File: config.mk
export PLATFORM = sky130hd
export DESIGN_NAME = wptr_flag_ctrl
export DESIGN_NICKNAME = d
export VERILOG_FILES = /design/src/rtl/wptr_flag_ctrl.sv
export SDC_FILE = /design/constraint.sdc
export NUM_CORES = 1
export LEC_CHECK = 0
export CAP_MARGIN = 20
export CORE_MARGIN = 5
export CORE_UTILIZATION = 45
export CTS_CLUSTER_SIZE = 16
export DETAILED_ROUTE_END_ITERATION = 8
export GPL_ROUTABILITY_DRIVEN = 0
export PLACE_DENSITY = 0.72
export SYNTH_ARGS = -nofsm -noshare
export SYNTH_HDL_FRONTEND = slang
export SYNTH_SLANG_ARGS = --single-unit
File: constraint.sdc
create_clock -name wclk -period 5.72 [get_ports wclk]
set_input_delay 0.858 -clock wclk [delete_from_list [all_inputs] [get_ports wclk]]
set_output_delay 0.858 -clock wclk [all_outputs]
set_load 0.05 [all_outputs]
File: src/rtl/wptr_flag_ctrl.sv
// Write-side pointer and flag controller for an asynchronous FIFO.
// Owns the write pointer and derives full/almost-full/level from a synchronised Gray read pointer.
module wptr_flag_ctrl #(
    parameter int ADDW        = 4,
    parameter int SYNC_STAGES = 2
) (
    input  logic            wclk,
    input  logic            wrst_n,
    input  logic            wren,
    input  logic [ADDW:0]   rptr,
    input  logic [ADDW:0]   afull_thr,
    input  logic            ovf_clr,
    output logic [ADDW-1:0] waddr,
    output logic [ADDW:0]   wptr,
    output logic            wfull,
    output logic            wafull,
    output logic [ADDW:0]   wlevel,
    output logic            wovf
);

    logic [ADDW:0] wbin_q,   wbin_d;
    logic [ADDW:0] wptr_q,   wptr_d;
    logic [ADDW:0] wlevel_q, wlevel_d;
    logic          wfull_q,  wfull_d;
    logic          wafull_q, wafull_d;
    logic          wovf_q,   wovf_d;

    logic [ADDW:0] sync_q [SYNC_STAGES];
    logic [ADDW:0] wq_rptr;
    logic [ADDW:0] rbin_s;
    logic          push;
    logic          drop;

    assign wq_rptr = sync_q[SYNC_STAGES-1];

    // Bit i of the binary value is the XOR of all Gray bits from the MSB down to i.
    always_comb begin
        rbin_s = '0;
        for (int i = 0; i <= ADDW; i++) begin
            rbin_s[i] = ^(wq_rptr >> i);
        end
    end

    // NOTE: all next-state terms are pure combinational functions of registered state and
    // inputs; every variable gets a value on every pass so no latch can be inferred.
    always_comb begin
        push     = wren & ~wfull_q;
        drop     = wren &  wfull_q;
        wbin_d   = wbin_q + {{ADDW{1'b0}}, push};
        wptr_d   = (wbin_d >> 1) ^ wbin_d;
        wfull_d  = (wptr_d == {~wq_rptr[ADDW:ADDW-1], wq_rptr[ADDW-2:0]});
        wlevel_d = wbin_d - rbin_s;
        wafull_d = (wlevel_d >= afull_thr);
        wovf_d   = drop | (wovf_q & ~ovf_clr);
    end

    // NOTE: the synchroniser chain is a small register array, not a RAM, so it is reset
    // along with everything else; rptr feeds the first flop directly.
    always_ff @(posedge wclk or negedge wrst_n) begin
        if (!wrst_n) begin
            for (int i = 0; i < SYNC_STAGES; i++) begin
                sync_q[i] <= '0;
            end
        end else begin
            sync_q[0] <= rptr;
            for (int i = 1; i < SYNC_STAGES; i++) begin
                sync_q[i] <= sync_q[i-1];
            end
        end
    end

    // NOTE: state is updated with non-blocking assignments so every flop samples the
    // pre-edge value of every other flop.
    always_ff @(posedge wclk or negedge wrst_n) begin
        if (!wrst_n) begin
            wbin_q   <= '0;
            wptr_q   <= '0;
            wlevel_q <= '0;
            wfull_q  <= 1'b0;
            wafull_q <= 1'b0;
            wovf_q   <= 1'b0;
        end else begin
            wbin_q   <= wbin_d;
            wptr_q   <= wptr_d;
            wlevel_q <= wlevel_d;
            wfull_q  <= wfull_d;
            wafull_q <= wafull_d;
            wovf_q   <= wovf_d;
        end
    end

    assign waddr  = wbin_q[ADDW-1:0];
    assign wptr   = wptr_q;
    assign wfull  = wfull_q;
    assign wafull = wafull_q;
    assign wlevel = wlevel_q;
    assign wovf   = wovf_q;

endmodule
-- After elaboration in Yosys (flattened, before gate mapping)
Cells that the tools add are included.
- logic and storage cells: 25
- output and inout port bits: 17
- input port bits: 14
- flip-flop bits (word level): 28
- reductions and logical operators: 5
- bitwise gates (word level): 8
- equality and inequality tests: 1
- $lt $le $gt $ge: 1
- add/sub/neg operators: 2
- operators by type and width (kind ; count):
    $reduce_xor 5->1 ; 5
    $add 5x1->5 ; 1
    $eq 5x5->1 ; 1
    $ge 5x5->1 ; 1
    $sub 5x5->5 ; 1
    $xor 4x5->5 ; 1
    $and 1x1->1 ; 3
    $not 1->1 ; 2
    $not 2->2 ; 1
    $or 1x1->1 ; 1

-- Longest topological paths before layout
Gate-level depths: netlist of run 1.
- depth after elaboration: 5
- gate-level depth with buffers: 12
- mapped depth without buffers: 12

-- Least setup slack after synthesis of run 1
Ideal clock, no wire load.
- path type: in2reg
- start point: input port wren
- end point: register wafull_q (netlist: wafull)
- arrival: 2.942 ns
- library setup time: 0.118 ns
- buffers on the path: 0
- data required time: 5.602 ns
- path slack: 2.660 ns
- stages: 10
- cells stage by stage: and3b_1 and3_2 xnor2_1 inv_1 ha_1 nor2b_1 a221oi_1 xnor2_1 ha_1 a21o_1
- word-level cells in the longest chain between the ends: 4
- RTL lines (element ; line ; RTL):
    start: declaration ; 9 ; input logic wren,
    $and 1x1->1 ; 47 ; push = wren & ~wfull_q;
    $add 5x1->5 ; 49 ; wbin_d = wbin_q + {{ADDW{1'b0}}, push};
    named net wbin_d[3] ; 21 ; logic [ADDW:0] wbin_q, wbin_d;
    $sub 5x5->5 ; 52 ; wlevel_d = wbin_d - rbin_s;
    named net wlevel_d[4] ; 23 ; logic [ADDW:0] wlevel_q, wlevel_d;
    $ge 5x5->1 ; 53 ; wafull_d = (wlevel_d >= afull_thr);
    named net wafull_d ; 25 ; logic wafull_q, wafull_d;
    end signal: assignment ; 87 ; wafull_q <= wafull_d;
    end: declaration ; 25 ;
The timed path passes the listed nets, and every way through them passes these cells.

-- Worst setup path after layout of run 1
Same ends and word-level chain as after synthesis.

==> metrics.txt, run 1 <==
outcome complete, no violations; global routing usage on met3 3.145%; largest family of logic cells by synthesized area XOR/XNOR gates; reg-to-reg setup timing slack 2.54 ns; GRT Max-Usage Layer met2; fin crit share 60.20%; worst hold path class flop to flop; vias in the first global route 777; Hold Path Sink wq_rptr[3]; CTS sink count 27; worst hold path cell count 0; RSZ-0062 raised after global routing no; maxcap violations 0; Hold Crit Start sync_q[8]; initial core utilization 47.80%; Simple-Gate Fraction of Synth Area 5.131%; GR Overflow Total 0; Clock Tree Buf Depth 2; CTS tree done; Die Ht 61.53 um; # port buffers 30; fin crit period 3.443 ns; count of pins over their slew limit 0; syn nets 115; Avg Inst Size Synth 13.28 um2; post-synthesis instance area 1195 um2; NumNets Final 151; Post-Synth XOR/XNOR Area 16.75%; Setup TNS Final 0 ns; Worst Setup Path Type input port to flop; core region area 2500 um2; Post-Synth Adder-Cell Area 12.15%; GRT met2 Usage 19.88%; kind of end point of the critical path flop; Seq/Total Area, Yosys 56.54%; CTS clock-pin slew for the worst setup and hold paths 0.14 ns; first drt pass iteration count 3; DRT iter0 DRCs 4; worst hold margin 0.3650 ns; Worst Path Required 5.96 ns; Area growth syn-to-layout 31.41%; layout cells sized above 1 6.400%; Hold Fails Final Rpt 0; Routed wire per std cell 12.03 um; Tot GR Track Use 11.43%; YS warnings 0; mux cell area share after synthesis 0%; Routed WL 1.864 mm; worst-margin pin slew 0.5112 ns; CTS Buf Count 3; Die ar. 3786 um2; Via Count 739; RR Startpoint wq_rptr[4]; Antenna diodes 0; clk_skew 0.006831 ns; Util after Layout 62.81%; Gate Count Post-Synth 90; Via density 4.768; Post-route DRC 0; Slew HR 65.81%; largest net degree at the start of global routing 28; post-cts sizing count 0; distinct cell type count after synthesis 18; #FFs+latches synth 27; worst-path maximum fanout 5; Cell Rows 18; Crit Reg-Reg Endpoint wafull; H-tree depth 1; DIE WIDTH 61.53 um; detailed placer's ending HPWL 1.543 mm; startpoint type of the worst setup path input port; Post-CTS Setup Bufs 0; initial antenna violation count 0; first-pass GRT wire length 3.091 mm; R2R cell count 12; Fmax 0.2904 GHz; post-synthesis compound-gate area fraction 5.654%; clk root buf clkbuf_4; ANT nets after route 0; Arr. time, crit path 3.68 ns; M1 GR Usage 12.87%; I/O Pins 31; # hold bufs at CTS 0; worst-skew pair later-pin latency 0.33 ns; Setup Viol. Count Final 0
## layout by cell type (no fill, tap or decap), drive strengths merged
cell | netlist | final
dfrtp | 27 | 27
o21ai | 1 | 1
a2111oi | 1 | 1
xor2 | 8 | 8
buf | 0 | 1
a21o | 4 | 4
fa | 1 | 1
nand3 | 2 | 2
clkbuf | 0 | 3
nand2b | 1 | 1
ha | 10 | 10
or3 | 1 | 1
and3b | 1 | 1
nand2 | 1 | 1
clkdlybuf4s50 | 0 | 30
clkinvlp | 0 | 1
a221oi | 2 | 2
nor2b | 3 | 3
xnor2 | 14 | 14
and3 | 1 | 1
inv | 12 | 12
## cell families after synthesis
| kind of cell | after synthesis |
|---|---|
| XOR/XNOR | 22 |
| buffers and inverters | 12 |
| adder cells (fa/ha/maj) | 11 |
| AO/OA/AOI/OAI | 8 |
| flip-flops | 27 |
| AND/OR/NAND/NOR | 10 |
## sequential cells by signal, summed over array words and instances, names as in the netlist
register,count
sync_q,5
wafull,1
wbin_q,5
wfull,1
wlevel,5
wovf,1
wptr,4
wq_rptr,5
## worst max-delay path by stage
stage	slack, ns	start	end
floorplan	2.66	wren	wafull
global placement	1.98	wren	wafull
detailed placement	1.91	wren	wafull
CTS	2.24	wren	wafull
global route	2.06	wren	wafull
finish	2.28	wren	wafull
## critical path: stages
cell             delay [ns]
clkdlybuf4s50_1        0.43
and3b_1                0.19
and3_2                 0.21
xnor2_1                0.40
inv_1                  0.13
ha_1                   0.34
nor2b_1                0.15
a221oi_1               0.32
xnor2_1                0.21
ha_1                   0.28
a21o_1                 0.15
## routing by layer
layer / up-vias / routed length (um)
li1: 357 / -
met1: 355 / 756
met2: 24 / 929
met3: 3 / 144
met4: 0 / 34
met5: - / 0
## per-stage QoR
step / setup WS, ns / instances / area, um2
global route: 2.058 / 155 / 1570
global placement: 1.976 / 151 / 1540
floorplan: 2.660 / 90 / 1195
finish: 2.277 / 155 / 1570
detailed placement: 1.911 / 151 / 1540
CTS: 2.245 / 155 / 1570
## synthesized netlist by cell type (all sizes together)
cell type	number	area (um2)
and3b	1	8.760
xnor2	14	122.6
inv	12	45.04
and3	1	7.510
nor2b	3	18.77
dfrtp	27	675.7
a21o	4	30.03
fa	1	20.02
a221oi	2	17.52
o21ai	1	5.000
nand3	2	10.01
nand2	1	3.750
or3	1	6.260
nand2b	1	6.260
a2111oi	1	15.01
ha	10	125.1
xor2	8	77.58
## cell type report
| class | instances | area [um2] |
|---|---|---|
| Clock inverter | 1 | 7.507 |
| Multi-Input combinational cell | 51 | 474.2 |
| Tap cell | 30 | 37.54 |
| Fill cell | 192 | 929.6 |
| Timing Repair Buffer | 31 | 307.8 |
| Sequential cell | 27 | 675.6 |
| Inverter | 12 | 45.04 |
| Clock buffer | 3 | 22.52 |
Power of run 1 is not shown: default switching activity piles up to over one toggle a cycle in this logic, so the estimate is an artifact.
==> run 2, diff against run 1 <==
--- a/config.mk
+++ b/config.mk
@@ -7,11 +7,11 @@
 export LEC_CHECK = 0
 export CAP_MARGIN = 20
 export CORE_MARGIN = 5
-export CORE_UTILIZATION = 45
+export CORE_UTILIZATION = 42
 export CTS_CLUSTER_SIZE = 16
 export DETAILED_ROUTE_END_ITERATION = 8
 export GPL_ROUTABILITY_DRIVEN = 0
-export PLACE_DENSITY = 0.72
+export PLACE_DENSITY = 0.7
 export SYNTH_ARGS = -nofsm -noshare
 export SYNTH_HDL_FRONTEND = slang
 export SYNTH_SLANG_ARGS = --single-unit
==> constraint.sdc (replaced) <==
create_clock -name wclk -period 3.1 [get_ports wclk]
set_input_delay 0.465 -clock wclk [delete_from_list [all_inputs] [get_ports wclk]]
set_output_delay 0.465 -clock wclk [all_outputs]
set_load 0.05 [all_outputs]
==> run 2 against run 1 <==
  * Cell area up 6.5%
  * Register-to-register slack worse by 2.4 ns
  * Flip-flop and latch count unchanged
  * Global-route usage down 0.65 points
  * Critical path depth up 1
  * Sequential share of layout area down 2.6 points
  * Non-clock buffer count up 11
  * Clock-buffer cell count unchanged
  * Worst hold slack about the same
  * Final cell count up 7.7%
  * Routed wire length up 3.1%
  * Critical path type is now flop to flop
  * Critical endpoint unchanged
==> metrics.txt, run 2 (synthesis results as in run 1) <==
detailed placer's ending HPWL 1.571 mm (+1.8%); NumNets Final 162 (+7.3%); slowest CP cell fa_1; FILL cells 249 (+30%); worst-path maximum fanout 2 (-3); fin crit period 2.967 ns; Tot GR Track Use 10.78% (-0.65 points); RR Startpoint wq_rptr[3]; metal3 WL 198 um (+38%); vias in the first global route 812 (+4.5%); count of pins over their slew limit 0 (unchanged); CTS tree done; Via Count 771 (+4.3%); CP Cell Sequence xnor2_2 > xor2_2 > xor2_1 > xnor2_1 > ha_2 > fa_1 > inv_1 > ha_1 > a21o_1 > a21o_1 > a21o_1 > a21o_1; Die ar. 4012 um2 (+6.0%); Routed WL 1.922 mm (+3.1%); clk_skew 0.01633 ns (+0.009499 ns); Crit Reg-Reg Endpoint wafull; RSZ-0062 raised after global routing yes; Fmax 0.3371 GHz; DRT iter0 DRCs 18 (+14); core region area 2734 um2 (+9.4%); Post-route DRC 0 (unchanged); Die Ht 63.34 um (+2.9%); first-pass GRT wire length 3.470 mm (+12%); Hold Path Sink wq_rptr[0]; Area growth syn-to-layout 39.90%; startpoint type of the worst setup path flop; CTS Buf Count 3 (unchanged); worst hold path cell count 0 (unchanged); Worst Path Required 3.33 ns (-2.63 ns); DIE WIDTH 63.34 um (+2.9%); Setup TNS Final 0 ns (unchanged); Slew HR 65.71% (-0.11 points); outcome complete, no violations; I/O Pins 31 (unchanged); clk root buf clkbuf_4; initial antenna violation count 0 (unchanged); Antenna diodes 0 (unchanged); worst-margin pin slew 0.5128 ns (+0.001576 ns); GR Overflow Total 0 (unchanged); H-tree depth 1 (unchanged); Clock Tree Buf Depth 2 (unchanged); Hold Fails Final Rpt 0 (unchanged); Via density 4.617 (-3.2%); Util after Layout 61.14% (-1.7 points); worst hold path class flop to flop; wl on met1 822 um (+8.7%); CTS sink count 27 (unchanged); ANT nets after route 0 (unchanged); Worst Setup Path Type flop to flop; met2 routed wirelength 867 um (-6.7%); Routed wire per std cell 11.51 um (-4.3%); Worst path max stage delay 0.48 ns (+0.05 ns); fin crit share 95.71%; Arr. time, crit path 3.19 ns (-0.49 ns); Top cell by count, worst path a21o_1; # port buffers 30 (unchanged); largest net degree at the start of global routing 28 (unchanged); R2R cell count 12 (unchanged); Setup Viol. Count Final 0 (unchanged); reg-to-reg setup timing slack 0.13 ns (-2.41 ns); initial core utilization 43.71% (-4.1 points); fin area 1672 um2 (+6.5%); Hold Crit Start sync_q[5]; CTS clock-pin slew for the worst setup and hold paths 0.15 ns (about the same); Cell Rows 19 (+1); first drt pass iteration count 4 (+1); worst-skew pair later-pin latency 0.33 ns (about the same); Placed Area 1617 um2 (+5.0%); most frequent cells in the layout 30 x clkdlybuf4s50_1, 27 x dfrtp_1, 13 x xnor2_1; kind of end point of the critical path flop; most common cell after layout, fill and taps aside clkdlybuf4s50_1; maxcap violations 0 (unchanged); layout cells sized above 1 16.18% (+9.8 points); uppermost layer routed met4
run 2: cell types whose count changed in the layout (fill, tap and decap cells not counted):
cell,previous run,this run
xor2_1,7,6
xnor2_1,14,13
ha_2,0,1
xnor2_2,0,1
buf_4,1,12
xor2_2,1,2
ha_1,10,9
run 2: cell type report:
| class | count | area [um2] | area share [%] |
|---|---|---|---|
| Clock buffer | 3 | 22.52 | 1.347 |
| Clock inverter | 1 | 7.507 | 0.4491 |
| Inverter | 12 | 45.04 | 2.695 |
| Multi-Input combinational cell | 51 | 491.7 | 29.42 |
| Sequential cell | 27 | 675.6 | 40.42 |
| Tap cell | 31 | 38.79 | 2.320 |
| Timing Repair Buffer | 42 | 390.4 | 23.35 |
run 2: worst max path at each step:
stage | start | endpoint | slack [ns] | cells past startpoint
after global placement | wren | wafull | 0.003 | 11
after CTS | wq_rptr[4] | wafull | 0.04 | 12
after detailed placement | wren | wafull | -0.05 | 11
after global routing | wq_rptr[3] | wafull | -0.04 | 12
final | wq_rptr[3] | wafull | 0.13 | 12
after floorplan | wq_rptr[4] | wafull | 0.13 | 12
run 2: through the flow:
step | setup slack (ns) | hold slack [ns] | instances
floorplan | 0.1311 | 0.1694 | 90
global placement | 0.003400 | 0.3314 | 162
detailed placement | -0.04539 | 0.3347 | 162
CTS | 0.03749 | 0.3662 | 166
global route | -0.04146 | 0.3791 | 167
finish | 0.1331 | 0.3651 | 167
run 2: timing repair:
action                                 CTS  global route
setup endpoints to repair                0             1
endpoints found under the hold margin    0             0
setup buffers                            0             1
resized for setup                        0             3
hold buffers                             0             0
run 2: critical path, delay by kind of cell (launching register included):
| kind | cells | cell delay (ns) |
|---|---|---|
| XOR/XNOR | 4 | 0.78 |
| adder cells (fa/ha/maj) | 3 | 0.93 |
| buffers and inverters | 1 | 0.05 |
| AO/OA/AOI/OAI | 4 | 0.65 |
| flip-flops | 1 | 0.44 |
run 2: metal layers:
layer	track usage (%)	vias to the layer above
met5	0	-
met4	4.675	0
met3	4.973	5
met2	15.74	32
met1	13.62	355
li1	-	379
Power of run 2 is left out for the same reason.
==> run 3, diff against run 2 <==
--- a/config.mk
+++ b/config.mk
@@ -6,12 +6,13 @@
 export NUM_CORES = 1
 export LEC_CHECK = 0
 export CAP_MARGIN = 20
-export CORE_MARGIN = 5
+export CORE_MARGIN = 10
 export CORE_UTILIZATION = 42
 export CTS_CLUSTER_SIZE = 16
 export DETAILED_ROUTE_END_ITERATION = 8
 export GPL_ROUTABILITY_DRIVEN = 0
 export PLACE_DENSITY = 0.7
+export SKIP_CTS_REPAIR_TIMING = 1
 export SYNTH_ARGS = -nofsm -noshare
 export SYNTH_HDL_FRONTEND = slang
 export SYNTH_SLANG_ARGS = --single-unit
==> run 3 against run 2 <==
  * Via count is 2.1% higher
  * Clock-buffer cell count unchanged
  * Global-route usage down 1.9 points
  * Die area increased by 34%
  * Routed wire length rose by 15%
  * Clock skew fell by 0.013 ns
  * Final cell count is 1.2% higher
  * Core utilization is 1.4 points higher
  * Worst setup slack better by 0.018 ns
  * Critical path depth is the same
  * Critical path type unchanged
==> metrics.txt, run 3 (synthesis results as in run 1) <==
outcome complete, no violations; Via density 4.657 (+0.87%); Arr. time, crit path 3.19 ns (about the same); Antenna diodes 0 (unchanged); initial core utilization 43.71% (unchanged); Clock Tree Buf Depth 2 (unchanged); maxcap violations 0 (unchanged); most common cell after layout, fill and taps aside clkdlybuf4s50_1; count of pins over their slew limit 0 (unchanged); CTS Buf Count 3 (unchanged); Cell Rows 19 (unchanged); Hold Fails Final Rpt 0 (unchanged); Tot GR Track Use 8.850% (-1.9 points); CTS tree done; fin crit share 95.14% (-0.57 points); placed insts 161 (-0.62%); Routed WL 2.211 mm (+15%); clk_skew 0.002936 ns (-0.01339 ns); CP Cell Sequence xnor2_2 > xor2_1 > xor2_1 > xnor2_1 > ha_2 > fa_2 > inv_2 > ha_4 > a21o_1 > a21o_1 > a21o_1 > a21o_1; kind of end point of the critical path flop; startpoint type of the worst setup path flop; largest net degree at the start of global routing 28 (unchanged); most frequent cells in the layout 30 x clkdlybuf4s50_1, 27 x dfrtp_1, 14 x buf_4; fin cells 169 (+1.2%); GR Overflow Total 0 (unchanged); vias in the first global route 823 (+1.4%); Worst Setup Path Type flop to flop; Slew HR 65.90% (+0.19 points); Post-route DRC 0 (unchanged); clk root buf clkbuf_4; NumNets Final 164 (+1.2%); worst hold path class flop to flop; Setup Viol. Count Final 0 (unchanged); Worst path max stage delay 0.54 ns (+0.06 ns); Top cell by count, worst path a21o_1; DIE WIDTH 73.34 um (+16%); DRT iter0 DRCs 10 (-8); fin crit period 2.949 ns (-0.01763 ns); worst-path maximum fanout 2 (unchanged); I/O Pins 31 (unchanged); CTS clock-pin slew for the worst setup and hold paths 0.14 ns (about the same); slowest CP cell fa_2; CTS sink count 27 (unchanged); worst-skew pair later-pin latency 0.33 ns (about the same); Fmax 0.3391 GHz (+0.60%); worst-margin pin slew 0.5100 ns (-0.002850 ns); detailed placer's ending HPWL 1.805 mm (+15%); first-pass GRT wire length 3.760 mm (+8.4%); layout cells sized above 1 21.01% (+4.8 points); Die ar. 5379 um2 (+34%); Worst Path Required 3.34 ns (about the same); ANT nets after route 0 (unchanged); first drt pass iteration count 4 (unchanged); Routed wire per std cell 13.08 um (+14%); H-tree depth 1 (unchanged); initial antenna violation count 0 (unchanged); Area growth syn-to-layout 43.14%; # port buffers 30 (unchanged); Top delay family on crit path adder cells; core region area 2734 um2 (unchanged); Die Ht 73.34 um (+16%); CP Buf/Inv Count 1 (unchanged); Via Count 787 (+2.1%)
[run 3: final timing paths]
| path | startpoint | end | slack [ns] | depth (start not counted) |
|---|---|---|---|---|
| min | sync_q[7] | wq_rptr[2] | 0.37 | 0 |
| min in group asynchronous | wrst_n | wovf | 0.48 | 2 |
| min reg2reg | sync_q[7] | wq_rptr[2] | 0.37 | 0 |
| max reg2reg | wq_rptr[3] | wafull | 0.15 | 12 |
| max | wq_rptr[3] | wafull | 0.15 | 12 |
| max in group asynchronous | wrst_n | wq_rptr[1] | 2.38 | 2 |
[run 3: metrics by stage]
step	util (%)	cell area (um2)	TNS [ns]	worst slack, ns	hold WS (ns)
final	62.56	1710	0	0.1507	0.3670
after global placement	58.86	1609	0	0.002707	0.3312
after CTS	59.95	1639	0	0.03425	0.3682
after global routing	62.56	1710	-0.03302	-0.03302	0.3740
after floorplan	-	1195	0	0.1311	0.1694
after detailed placement	58.86	1609	-0.1007	-0.1007	0.3347
[run 3: final cells by class]
| cell class | count | area, um2 |
|---|---|---|
| fillers | 220 | 1023 |
| flip-flops and latches | 27 | 675.6 |
| multi-input cells | 51 | 515.5 |
| repair buffers | 44 | 405.4 |
| inverters | 12 | 45.04 |
| well taps | 31 | 38.79 |
| clock buffers | 3 | 22.52 |
| clock inverters | 1 | 7.507 |
[run 3: metal layers]
metal | up-vias | global-route usage, % | wire length [um]
met2 | 30 | 13.75 | 1030
li1 | 382 | - | -
met3 | 4 | 4.441 | 256
met1 | 371 | 10.29 | 899
met5 | - | 0 | 0
met4 | 0 | 3.106 | 25
Power of run 3 is left out for the same reason.
